### src/rtl/cfg_tile_loader.sv
// cfg_tile_loader
//   Per-tile configuration receiver for a daisy-chained config fabric.
//   A serial stream is shifted into a shadow frame of {data, CRC-8}. A set pulse
//   starts a bit-serial CRC check over the data field. The data is committed to
//   the live config only when the computed CRC matches the stored one and no
//   shift was dropped while the check was running. The shift and set signals
//   are forwarded so that the next tile in the chain sees the same stream.
//
// Ports
//   clk        in   fabric config clock
//   rst_n      in   asynchronous active-low reset
//   shift_in   in   serial config bit from upstream
//   shift_en   in   shift strobe, one bit per cycle
//   set_in     in   single-cycle commit pulse
//   shift_out  out  serial bit to next tile (MSB of the shadow frame)
//   set_out    out  set_in delayed by one cycle, to next tile
//   cfg_out    out  live config to the tile fabric
//   cfg_valid  out  high once any good frame has committed
//   cfg_err    out  result of the last check, 1 = rejected
//   busy       out  high while checking or committing
module cfg_tile_loader #(
  parameter int                   CFG_WIDTH = 64,
  parameter int                   CRC_WIDTH = 8,
  parameter logic [CRC_WIDTH-1:0] CRC_POLY  = 8'h07
) (
  input  logic                 clk,
  input  logic                 rst_n,
  input  logic                 shift_in,
  input  logic                 shift_en,
  input  logic                 set_in,
  output logic                 shift_out,
  output logic                 set_out,
  output logic [CFG_WIDTH-1:0] cfg_out,
  output logic                 cfg_valid,
  output logic                 cfg_err,
  output logic                 busy
);

  localparam int FRAME_W = CFG_WIDTH + CRC_WIDTH;
  localparam int IDX_W   = $clog2(CFG_WIDTH);

  typedef enum logic [1:0] {
    IDLE   = 2'd0,
    CHECK  = 2'd1,
    COMMIT = 2'd2
  } state_t;

  state_t               state;
  state_t               state_nxt;
  logic [FRAME_W-1:0]   sr;
  logic [CRC_WIDTH-1:0] crc;
  logic [IDX_W-1:0]     idx;
  logic                 ovr;
  logic [CFG_WIDTH-1:0] data;
  logic                 crc_ok;

  // One MSB-first CRC step: shift the register left and fold in the
  // polynomial whenever the outgoing bit differs from the incoming data bit.
  function automatic logic [CRC_WIDTH-1:0] crc_step(input logic [CRC_WIDTH-1:0] c,
                                                    input logic                 b);
    logic fb;
    fb = c[CRC_WIDTH-1] ^ b;
    return {c[CRC_WIDTH-2:0], 1'b0} ^ (fb ? CRC_POLY : {CRC_WIDTH{1'b0}});
  endfunction

  assign data      = sr[FRAME_W-1:CRC_WIDTH];
  assign shift_out = sr[FRAME_W-1];
  // A dropped shift means the frame the upstream believes it sent is not the
  // one held here, so it poisons the check even if the CRC happens to match.
  assign crc_ok    = (crc == sr[CRC_WIDTH-1:0]) && !ovr;

  always_ff @(posedge clk or negedge rst_n) begin
    if (!rst_n) begin
      state <= IDLE;
    end else begin
      state <= state_nxt;
    end
  end

  always_comb begin
    state_nxt = state;
    busy      = 1'b0;
    case (state)
      IDLE: begin
        if (set_in) state_nxt = CHECK;
      end
      CHECK: begin
        busy = 1'b1;
        if (idx == '0) state_nxt = COMMIT;
      end
      COMMIT: begin
        busy      = 1'b1;
        state_nxt = IDLE;
      end
      default: begin
        state_nxt = IDLE;
      end
    endcase
  end

  always_ff @(posedge clk or negedge rst_n) begin
    if (!rst_n) begin
      sr        <= '0;
      crc       <= '0;
      idx       <= '0;
      ovr       <= 1'b0;
      cfg_out   <= '0;
      cfg_valid <= 1'b0;
      cfg_err   <= 1'b0;
      set_out   <= 1'b0;
    end else begin
      // Forwarded unconditionally so the next tile starts one cycle later.
      set_out <= set_in;

      // The shadow frame is frozen while a check is in flight.
      if (shift_en) begin
        if (state == IDLE) begin
          sr <= {sr[FRAME_W-2:0], shift_in};
        end else begin
          ovr <= 1'b1;
        end
      end

      case (state)
        IDLE: begin
          if (set_in) begin
            crc <= '0;
            idx <= IDX_W'(CFG_WIDTH - 1);
          end
        end
        CHECK: begin
          crc <= crc_step(crc, data[idx]);
          if (idx != '0) idx <= idx - 1'b1;
        end
        COMMIT: begin
          if (crc_ok) begin
            cfg_out   <= data;
            cfg_valid <= 1'b1;
            cfg_err   <= 1'b0;
          end else begin
            cfg_err   <= 1'b1;
          end
          // Cleared after the verdict; overrides a drop in this same cycle.
          ovr <= 1'b0;
        end
        default: begin
        end
      endcase
    end
  end

endmodule

### config.mk
export PLATFORM = sky130hd
export DESIGN_NAME = cfg_tile_loader
export DESIGN_NICKNAME = d
export VERILOG_FILES = /design/src/rtl/cfg_tile_loader.sv
export SDC_FILE = /design/constraint.sdc
export NUM_CORES = 1
export LEC_CHECK = 0
export BUFFER_PORTS_ARGS = -buffer_cell sky130_fd_sc_hd__buf_2
export CORE_MARGIN = 3
export CORE_UTILIZATION = 35
export DETAILED_ROUTE_END_ITERATION = 8
export GPL_TIMING_DRIVEN = 1
export HOLD_SLACK_MARGIN = 0.12
export SYNTH_ARGS = -nofsm -noshare
export SYNTH_HDL_FRONTEND = slang
export SYNTH_SLANG_ARGS = --single-unit
### constraint.sdc
create_clock -name clk -period 3.15 [get_ports clk]
set_input_delay 0.1575 -clock clk [delete_from_list [all_inputs] [get_ports clk]]
set_output_delay 0.1575 -clock clk [all_outputs]
set_load 0.01 [all_outputs]
## Word level (Yosys, flattened, before mapping)

Index checks and enable logic that the tools add are counted.

| storage, ports and cells | value |
|---|---|
| flip-flop bits (word level) | 156 |
| latch bits | 0 |
| memory bits (writable) | 0 |
| memory bits (read-only) | 0 |
| bits of input ports | 5 |
| word-level logic and storage cells | 50 |
| memories | 0 |

| cells by class | value |
|---|---|
| add/subtract/negate cells | 1 |
| multiply operators | 0 |
| div/mod/pow operators | 0 |
| magnitude comparators | 1 |
| equal/unequal tests | 7 |
| shift operators | 0 |
| mux-type cells | 16 |
| bitwise logic cells | 2 |
| reductions and logical operators | 14 |

Operators with widths:

| kind | number |
|---|---|
| $pmux W8 S2 | 1 |
| $mux W6 | 2 |
| $pmux W6 S2 | 1 |
| $reduce_and A2 Y1 | 5 |
| $eq A8 B8 Y1 | 1 |
| $mux W8 | 1 |
| $xor A8 B3 Y8 | 1 |
| $lt A6 B7 Y1 const B | 1 |
| $bmux W1 S6 | 1 |
| $logic_not A6 Y1 | 1 |
| $mux W1 | 6 |
| $ne A2 B2 Y1 const B | 3 |
| $reduce_bool A6 Y1 | 1 |
| $sub A6 B1 Y6 const B | 1 |
| $mux W2 | 2 |
| $pmux W2 S2 | 1 |
| $reduce_bool A2 Y1 | 2 |
| $mux W3 | 1 |
| $reduce_and A3 Y1 | 1 |
| $eq A2 B1 Y1 const B | 1 |
| $eq A2 B2 Y1 const B | 1 |
| $logic_not A2 Y1 | 1 |
| $ne A2 B1 Y1 const B | 1 |
| $reduce_or A2 Y1 | 1 |
| other kinds (3) | 3 |

## Longest topological paths before layout

Gate-level depths: netlist of the first run.

| logic depth | value |
|---|---|
| depth in word-level cells | 6 |
| mapped depth | 9 |

## Worst setup path after synthesis of the first run

Ideal clock, no wire load.

| timing | value |
|---|---|
| kind | register to register |
| from | reg idx[0] |
| to | reg crc[2] |
| arrival | 2.286 ns |
| required time | 3.011 ns |
| setup slack | 0.725 ns |
| cell stages (with the launch flop) | 7 |
| buffers on the path | 0 |
| clock period less this slack | 2.425 ns |
| cell sequence | dfrtp_1 -> mux4_1 -> o211a_1 -> nor4_4 -> nand3b_1 -> nor2_1 -> or4_1 |

| between the ends | value |
|---|---|
| word-level cells in the longest chain between the ends | 6 |

Ends and longest elaborated chain:

| element | RTL line | source |
|---|---|---|
| from (decl) | 52 | `logic [IDX_W-1:0] idx;` |
| from (signal assigned) | 128 | `idx <= IDX_W'(CFG_WIDTH - 1);` |
| from (signal assigned) | 133 | `if (idx != '0) idx <= idx - 1'b1;` |
| $bmux W1 S6 | 132 | `crc <= crc_step(crc, data[idx]);` |
| $mux W1 (not written as such) | 132 |  |
| $xor A1 B1 Y1 | 62 | `fb = c[CRC_WIDTH-1] ^ b;` |
| $mux W3 | 63 | `return {c[CRC_WIDTH-2:0], 1'b0} ^ (fb ? CRC_POLY : {CRC_WIDTH{1'b0}});` |
| $xor A8 B3 Y8 | 63 |  |
| $pmux W8 S2 | 124 | `case (state)` |
| to (signal assigned) | 132 |  |
| to (decl) | 51 | `logic [CRC_WIDTH-1:0] crc;` |

No other way between the ends. The select of a mux whose other input is x is not followed.
A chain may end at the register's enable or synchronous reset.

## Worst setup path after layout of the first run

| timing | value |
|---|---|
| from | reg idx[1] |
| to | reg crc[2] |

Same word-level chain as after synthesis.

==> flow_summary.yaml, run 1 <==
die:
  rows: 50
  io_pins: 74
  die_w_um: 145.2
  start_util_pct: 35.91
  die_y_um: 145.2
  dieArea_mm2: 0.02109
  core_area_mm2: 0.01889
critical_path:
  rrSetupSlack_ns: 0.34
  r2r-end: "crc[2]$_DFFE_PN0P_"
  critPathMaxStageDelay_ns: 0.55
  reg2regPathDepth: 7
  path_cells: "buf_4 > mux4_2 > o211ai_2 > nand4_2 > nand4_1 > a41oi_1 > or4_1"
  cp.arrival_ns: 3.10
  crit_type: "flip-flop to flip-flop"
  crit_slowest_cell: "dfrtp_1"
  end_kind: "flip-flop"
  required_ns: 3.44
  start_kind: "flip-flop"
  path_delay_family: "simple AND/OR/NAND/NOR gates"
  r2r-start: "idx[1]$_DFFE_PN0P_"
  worstPathMaxFanout: 10
  cp.buffers_inverters: 1
yosys:
  synthMuxAreaShare_pct: 28.03
  seq_area_frac_synth_pct: 57.54
  postSynthAreaPerCell_um2: 14.34
  synth_top_family_by_area: "multiplexers"
  syn_nets: 483
  synth_xor_area_share_pct: 1.678
  synth_async_sr_flop_share_pct: 100.0
  synthSimpleGateAreaFrac_pct: 5.275
  synth_edf_count: 0
  synth_compound_gate_area_share_pct: 4.187
  syn_inst: 473
  synth-main-ff-cell: "dfrtp_1"
  synthAdderAreaFrac_pct: 0.9222
  yosysWarnings: 0
  synth_area_mm2: 0.006784
  ys_ff_latch: 156
  ys_types: 48
cts:
  cts_setup_buffers: 0
  cts_tree: "yes"
  root_buffer: "clkbuf_16"
  htreeDepth: 4
  clock_latency_ns: 0.42
  cts_sinks: 156
  cts_buffer_depth: 2
  cts_resized: 0
  numCtsBuffers: 17
  path_clk_slew_ns: 0.06
  hold_buffers: 4
power_and_ir_drop:
  power-per-cell-area_mw_per_mm2: 720.8
  ir_drop_uv: 412.4
  total_power_mw: 5.912
  p_leak_nw: 4.294
job:
  max_cap_viol_count: 0
timing:
  drv_slew: 0
  finalClockSkew_ns: 0.006569
  min_period_ns: 2.811
  setup_tns_ns: 0
  setup_viol: 0
  tightest_slew_ns: 0.7386
  hold_slack_ns: 0.3183
  fmax_mhz: 355.7
  setup_slack_ns: 0.3385
  rsz0062_at_grt: "false"
  hold_viol: 0
  post-route-period-util_pct: 89.25
  slew-limit-headroom_pct: 50.76
routing:
  ant_nets: 0
  vias_per_cell: 4.988
  drt_iter0_markers: 238
  route.detailed.drc: 0
  wl_per_cell_um: 17.13
  wl_um: 14170
  first_pass_iters: 4
  vias: 4125
global_routing:
  grt_pass1_wl_um: 23910
  grt_start_max_net_pins: 79
  antenna_found_initial: 0
  first_global_vias: 4403
  track_usage_pct: 14.02
  grt_overflow_total: 0
placed_design:
  placedCellCount: 792
  place.gp.congestion: 0.8488
  dp_hpwl_um: 9986
  io_buffers: 73
  place_ws_ns: 0.3895
  placed_area_mm2: 0.007475
layout:
  drive_gt1_share_pct: 32.45
  nets: 565
  final_area_mm2: 0.008202
  diodes: 0
  stdcell_count: 827
  post-route-util_pct: 43.41
  syn2layout_area_growth_pct: 20.90
status:
  status: "complete, no violations"
min_path:
  hold_class: "primary input to asynchronous set/reset pin"
[power breakdown]
group	switching (mW)	internal (mW)
clock network	0.794	1.58
registers	0.220	2.18
logic	0.601	0.530
total	1.61	4.30
[state kept, by name, summed over array words and instances (netlist names)]
signal	count
cfg_err	1
cfg_out	64
cfg_valid	1
crc	8
idx	6
ovr	1
set_out	1
sr	72
state	2
[synthesized netlist by cell type, types with 9 or more instances]
cell type	instances	area [um2]
nand2_1	16	60.06
mux4_2	9	202.7
xnor2_1	11	96.34
mux2_1	87	979.7
mux2_2	50	563.0
dfrtp_1	156	3904
mux2i_1	13	130.1
clkbuf_1	15	56.30
nor2_1	11	41.29
nand3_1	13	65.06
[routing by layer]
layer	track usage (%)	vias up	routed length, um
met1	19.38	2106	6726
met4	4.511	0	229
met5	0	-	0
met2	21.50	105	6584
met3	3.873	17	629
li1	-	1897	-
[worst reg2reg max path, delay by kind of cell, from the launching register on]
| family | cells | cell delay (ns) |
|---|---|---|
| AND/OR/NAND/NOR | 3 | 1.02 |
| flip-flops | 1 | 0.55 |
| multiplexers | 1 | 0.52 |
| AO/OA/AOI/OAI | 2 | 0.34 |
| buffers and inverters | 1 | 0.25 |
[worst max-delay path by stage]
stage / startpoint / endpoint / slack (ns) / depth (start not counted)
2_1_floorplan: idx[0]$_DFFE_PN0P_ / crc[2]$_DFFE_PN0P_ / 0.72 / 6
3_3_place_gp: idx[1]$_DFFE_PN0P_ / crc[2]$_DFFE_PN0P_ / 0.54 / 7
3_5_place_dp: idx[1]$_DFFE_PN0P_ / crc[2]$_DFFE_PN0P_ / 0.39 / 7
4_1_cts: idx[1]$_DFFE_PN0P_ / crc[2]$_DFFE_PN0P_ / 0.35 / 7
5_1_grt: idx[1]$_DFFE_PN0P_ / crc[2]$_DFFE_PN0P_ / 0.19 / 7
6_report: idx[1]$_DFFE_PN0P_ / crc[2]$_DFFE_PN0P_ / 0.34 / 7
[logic make-up (layout without fill, tap and decap cells)]
group	count (synthesis)	in the layout
AOI/OAI and AO/OA	37	37
xor gates and xnor gates	13	13
adders and majority gates	5	5
buffers and inverters	36	130
DFF	156	156
muxes	160	160
and+or+nand+nor	66	66
[final cells by class]
type                    instances  area, um2
clock buffers                  20      446.7
flip-flops and latches        156       3904
well taps                     260      325.3
inverters                       7      26.28
clock inverters                11      240.2
repair buffers                 92      536.8
fillers                      1754      10690
multi-input cells             281       2723
[cell usage in the layout, fill, tap and decap left out, types with 4 or more instances in the layout]
master / count
dfrtp_1: 156
mux2_1: 87
buf_2: 72
mux2_2: 50
clkbuf_16: 17
nand2_1: 15
buf_4: 14
mux2i_1: 13
nand3_1: 13
xnor2_1: 11
nor2_1: 11
mux4_2: 9
bufinv_16: 7
inv_1: 5
nand4_1: 5
a22o_1: 5
o21ai_0: 5
ha_1: 5
dlygate4sd3_1: 4
Power figures use the tool's default switching activity.
==> run 2: changes to the inputs <==
--- a/config.mk
+++ b/config.mk
@@ -7,10 +7,12 @@
 export LEC_CHECK = 0
 export BUFFER_PORTS_ARGS = -buffer_cell sky130_fd_sc_hd__buf_2
 export CORE_MARGIN = 3
-export CORE_UTILIZATION = 35
+export CORE_UTILIZATION = 47
 export DETAILED_ROUTE_END_ITERATION = 8
 export GPL_TIMING_DRIVEN = 1
 export HOLD_SLACK_MARGIN = 0.12
+export PLACE_DENSITY = 0.66
+export RECOVER_POWER = 50
 export SYNTH_ARGS = -nofsm -noshare
 export SYNTH_HDL_FRONTEND = slang
 export SYNTH_SLANG_ARGS = --single-unit
==> constraint.sdc (replaced) <==
create_clock -name clk -period 3.24 [get_ports clk]
set_input_delay 0.162 -clock clk [delete_from_list [all_inputs] [get_ports clk]]
set_output_delay 0.162 -clock clk [all_outputs]
set_load 0.01 [all_outputs]
==> run 2 against run 1 <==
The flow now finishes with violations (capacitance limit, slew limit). Clock skew barely moved. Sequential cell count did not move. Die area fell by 25%. Critical path depth did not move. Cell area fell by 3.5%. Via count rose by 0.61%. Hold slack improved by 0.16 ns. Total power fell by 6.9%. Critical path type unchanged. Largest power group unchanged.
==> flow_summary.yaml, run 2 (synthesis results as in run 1) <==
status:
  status: "finished, violations left"
  violations: "capacitance limit, slew limit"
power_and_ir_drop:
  power-per-cell-area_mw_per_mm2: 695.3
  p_seq_share_pct: 43.2
  total_power_mw: 5.502
  netSwitchingFraction_pct: 27.63
  p_int_mw: 3.982
  power_frac_clock_pct: 38.2
  p_leak_nw: 3.950
  comb_power_share_pct: 18.6
  ir_drop_uv: 404.8
  p_sw_mw: 1.520
job:
  max_cap_viol_count: 1
cts:
  cts_setup_buffers: 0
  cts_buffer_depth: 2
  root_buffer: "clkbuf_16"
  numCtsBuffers: 17
  clock_latency_ns: 0.42
  cts_sinks: 156
  cts_tree: "yes"
  path_clk_slew_ns: 0.06
  htreeDepth: 4
timing:
  hold_viol: 0
  setup_viol: 0
  finalClockSkew_ns: 0.006469
  rsz0062_at_grt: "false"
  min_period_ns: 2.924
  tightest_slew_ns: 2.441
  fmax_mhz: 342.0
  setup_tns_ns: 0
  slew-limit-headroom_pct: -62.72
  drv_slew: 101
  post-route-period-util_pct: 90.25
layout:
  drive_gt1_share_pct: 19.57
  diodes: 0
  post-route-util_pct: 56.57
  nets: 560
  final_cell_mix: "dfrtp_1 (155), mux2_1 (87), clkbuf_1 (72)"
  top_regs: "sr x72, cfg_out x64, crc x8"
  syn2layout_area_growth_pct: 16.64
  layout_commonest_cell: "dfrtp_1"
  largest_reg_flops: 72
  top_register: "sr"
critical_path:
  r2r-end: "crc[1]$_DFFE_PN0P_"
  end_kind: "flip-flop"
  critPathMaxStageDelay_ns: 0.64
  r2r-start: "idx[1]$_DFFE_PN0P_"
  crit_type: "flip-flop to flip-flop"
  rrSetupSlack_ns: 0.32
  crit_slowest_cell: "dfrtp_1"
  start_kind: "flip-flop"
  worstPathMaxFanout: 10
  reg2regPathDepth: 7
  required_ns: 3.52
  path_cells: "buf_4 > mux4_2 > o211ai_2 > nand4_2 > nand4_1 > a41oi_1 > or4_1"
  cp.arrival_ns: 3.20
routing:
  vias_per_cell: 5.593
  wl_um: 13430
  drt_iter0_markers: 201
  vias: 4150
  first_pass_iters: 4
  wl_per_cell_um: 18.09
  ant_nets: 0
  route.detailed.drc: 0
global_routing:
  grt_overflow_total: 0
  track_usage_pct: 18.18
  antenna_found_initial: 0
  grt_start_max_net_pins: 101
  grt_pass1_wl_um: 22980
  first_global_vias: 4335
min_path:
  min_path_cells: 1
  hold_start: "cfg_valid$_DFFE_PN0P_"
  hold_class: "flip-flop to flip-flop"
  hold-path-endpoint: "cfg_valid$_DFFE_PN0P_"
placed_design:
  place.gp.congestion: 0.8052
  io_buffers: 73
  dp_hpwl_um: 9125
die:
  die_y_um: 126.1
  core_area_mm2: 0.01399
  io_pins: 74
  dieArea_mm2: 0.01591
  die_w_um: 126.1
  rows: 43
  start_util_pct: 48.50
## run 2: changes by cell type in the layout (fill, tap and decap cells not counted), moves of 2 or more
cell       before  now
buf_2          72    3
clkbuf_1        2   72
clkinv_4        2    0
clkinv_2        1    3
bufinv_16       7    4
clkbuf_8        1    4
buf_4          14    9
## run 2: area by class of cell
class,count,area (um2)
clock buffers,24,491.7
clock inverters,7,135.1
fillers,1203,6076
inverters,7,26.28
multi-input cells,281,2723
flip-flops and latches,156,3905
well taps,180,225.2
repair buffers,87,406.6
## run 2: how the worst max path moves through the flow
stage                             from                  to  slack, ns  depth (start not counted)
floorplan           idx[0]$_DFFE_PN0P_  crc[2]$_DFFE_PN0P_       0.81                          6
global placement    idx[2]$_DFFE_PN0P_  crc[2]$_DFFE_PN0P_       0.41                          7
detailed placement  idx[2]$_DFFE_PN0P_  crc[1]$_DFFE_PN0P_       0.21                          7
CTS                 idx[2]$_DFFE_PN0P_  crc[1]$_DFFE_PN0P_       0.19                          7
global route                     rst_n  idx[2]$_DFFE_PN0P_       0.13                          2
finish              idx[1]$_DFFE_PN0P_  crc[1]$_DFFE_PN0P_       0.32                          7
## run 2: metal layers
layer  share of wire, %  global-route usage (%)
met4                1.7                   5.994
met1                 46                   24.96
met2                 47                   28.17
met3                4.7                   5.131
met5                  0                       0
## run 2: repair_timing
| item | in CTS | in global routing |
|---|---|---|
| endpoints found under the hold margin | 102 | 0 |
| hold buffers | 4 | 0 |
| resized for setup | 0 | 1 |
| setup endpoints to repair | 0 | 1 |
## run 2: through the flow
| stage | instance area, um2 | hold slack, ns | std cells | worst slack, ns |
|---|---|---|---|---|
| floorplan | 6784 | -0.1336 | 473 | 0.8150 |
| global placement | 7337 | 0.3163 | 707 | 0.4125 |
| detailed placement | 7337 | 0.3252 | 707 | 0.2084 |
| CTS | 8004 | 0.4300 | 742 | 0.1930 |
| global route | 7913 | 0.4935 | 742 | 0.1338 |
| finish | 7913 | 0.4747 | 742 | 0.3159 |
## run 2: worst max-delay path: cells and delay by family (launching register included)
kind	cells	cell delay, ns
compound gates	2	0.35
buf+inv	1	0.24
flops	1	0.64
mux	1	0.51
simple gates	3	1.03
## run 2: power groups by stage
stage / combinational, mW / clock (mW) / sequential, mW
2_1_floorplan: 0.882 / 0 / 2.26
3_3_place_gp: 0.972 / 0 / 2.40
3_5_place_dp: 1.02 / 0 / 2.41
4_1_cts: 1.02 / 2.14 / 2.38
5_1_grt: 1.13 / 2.24 / 2.41
6_report: 1.02 / 2.10 / 2.38
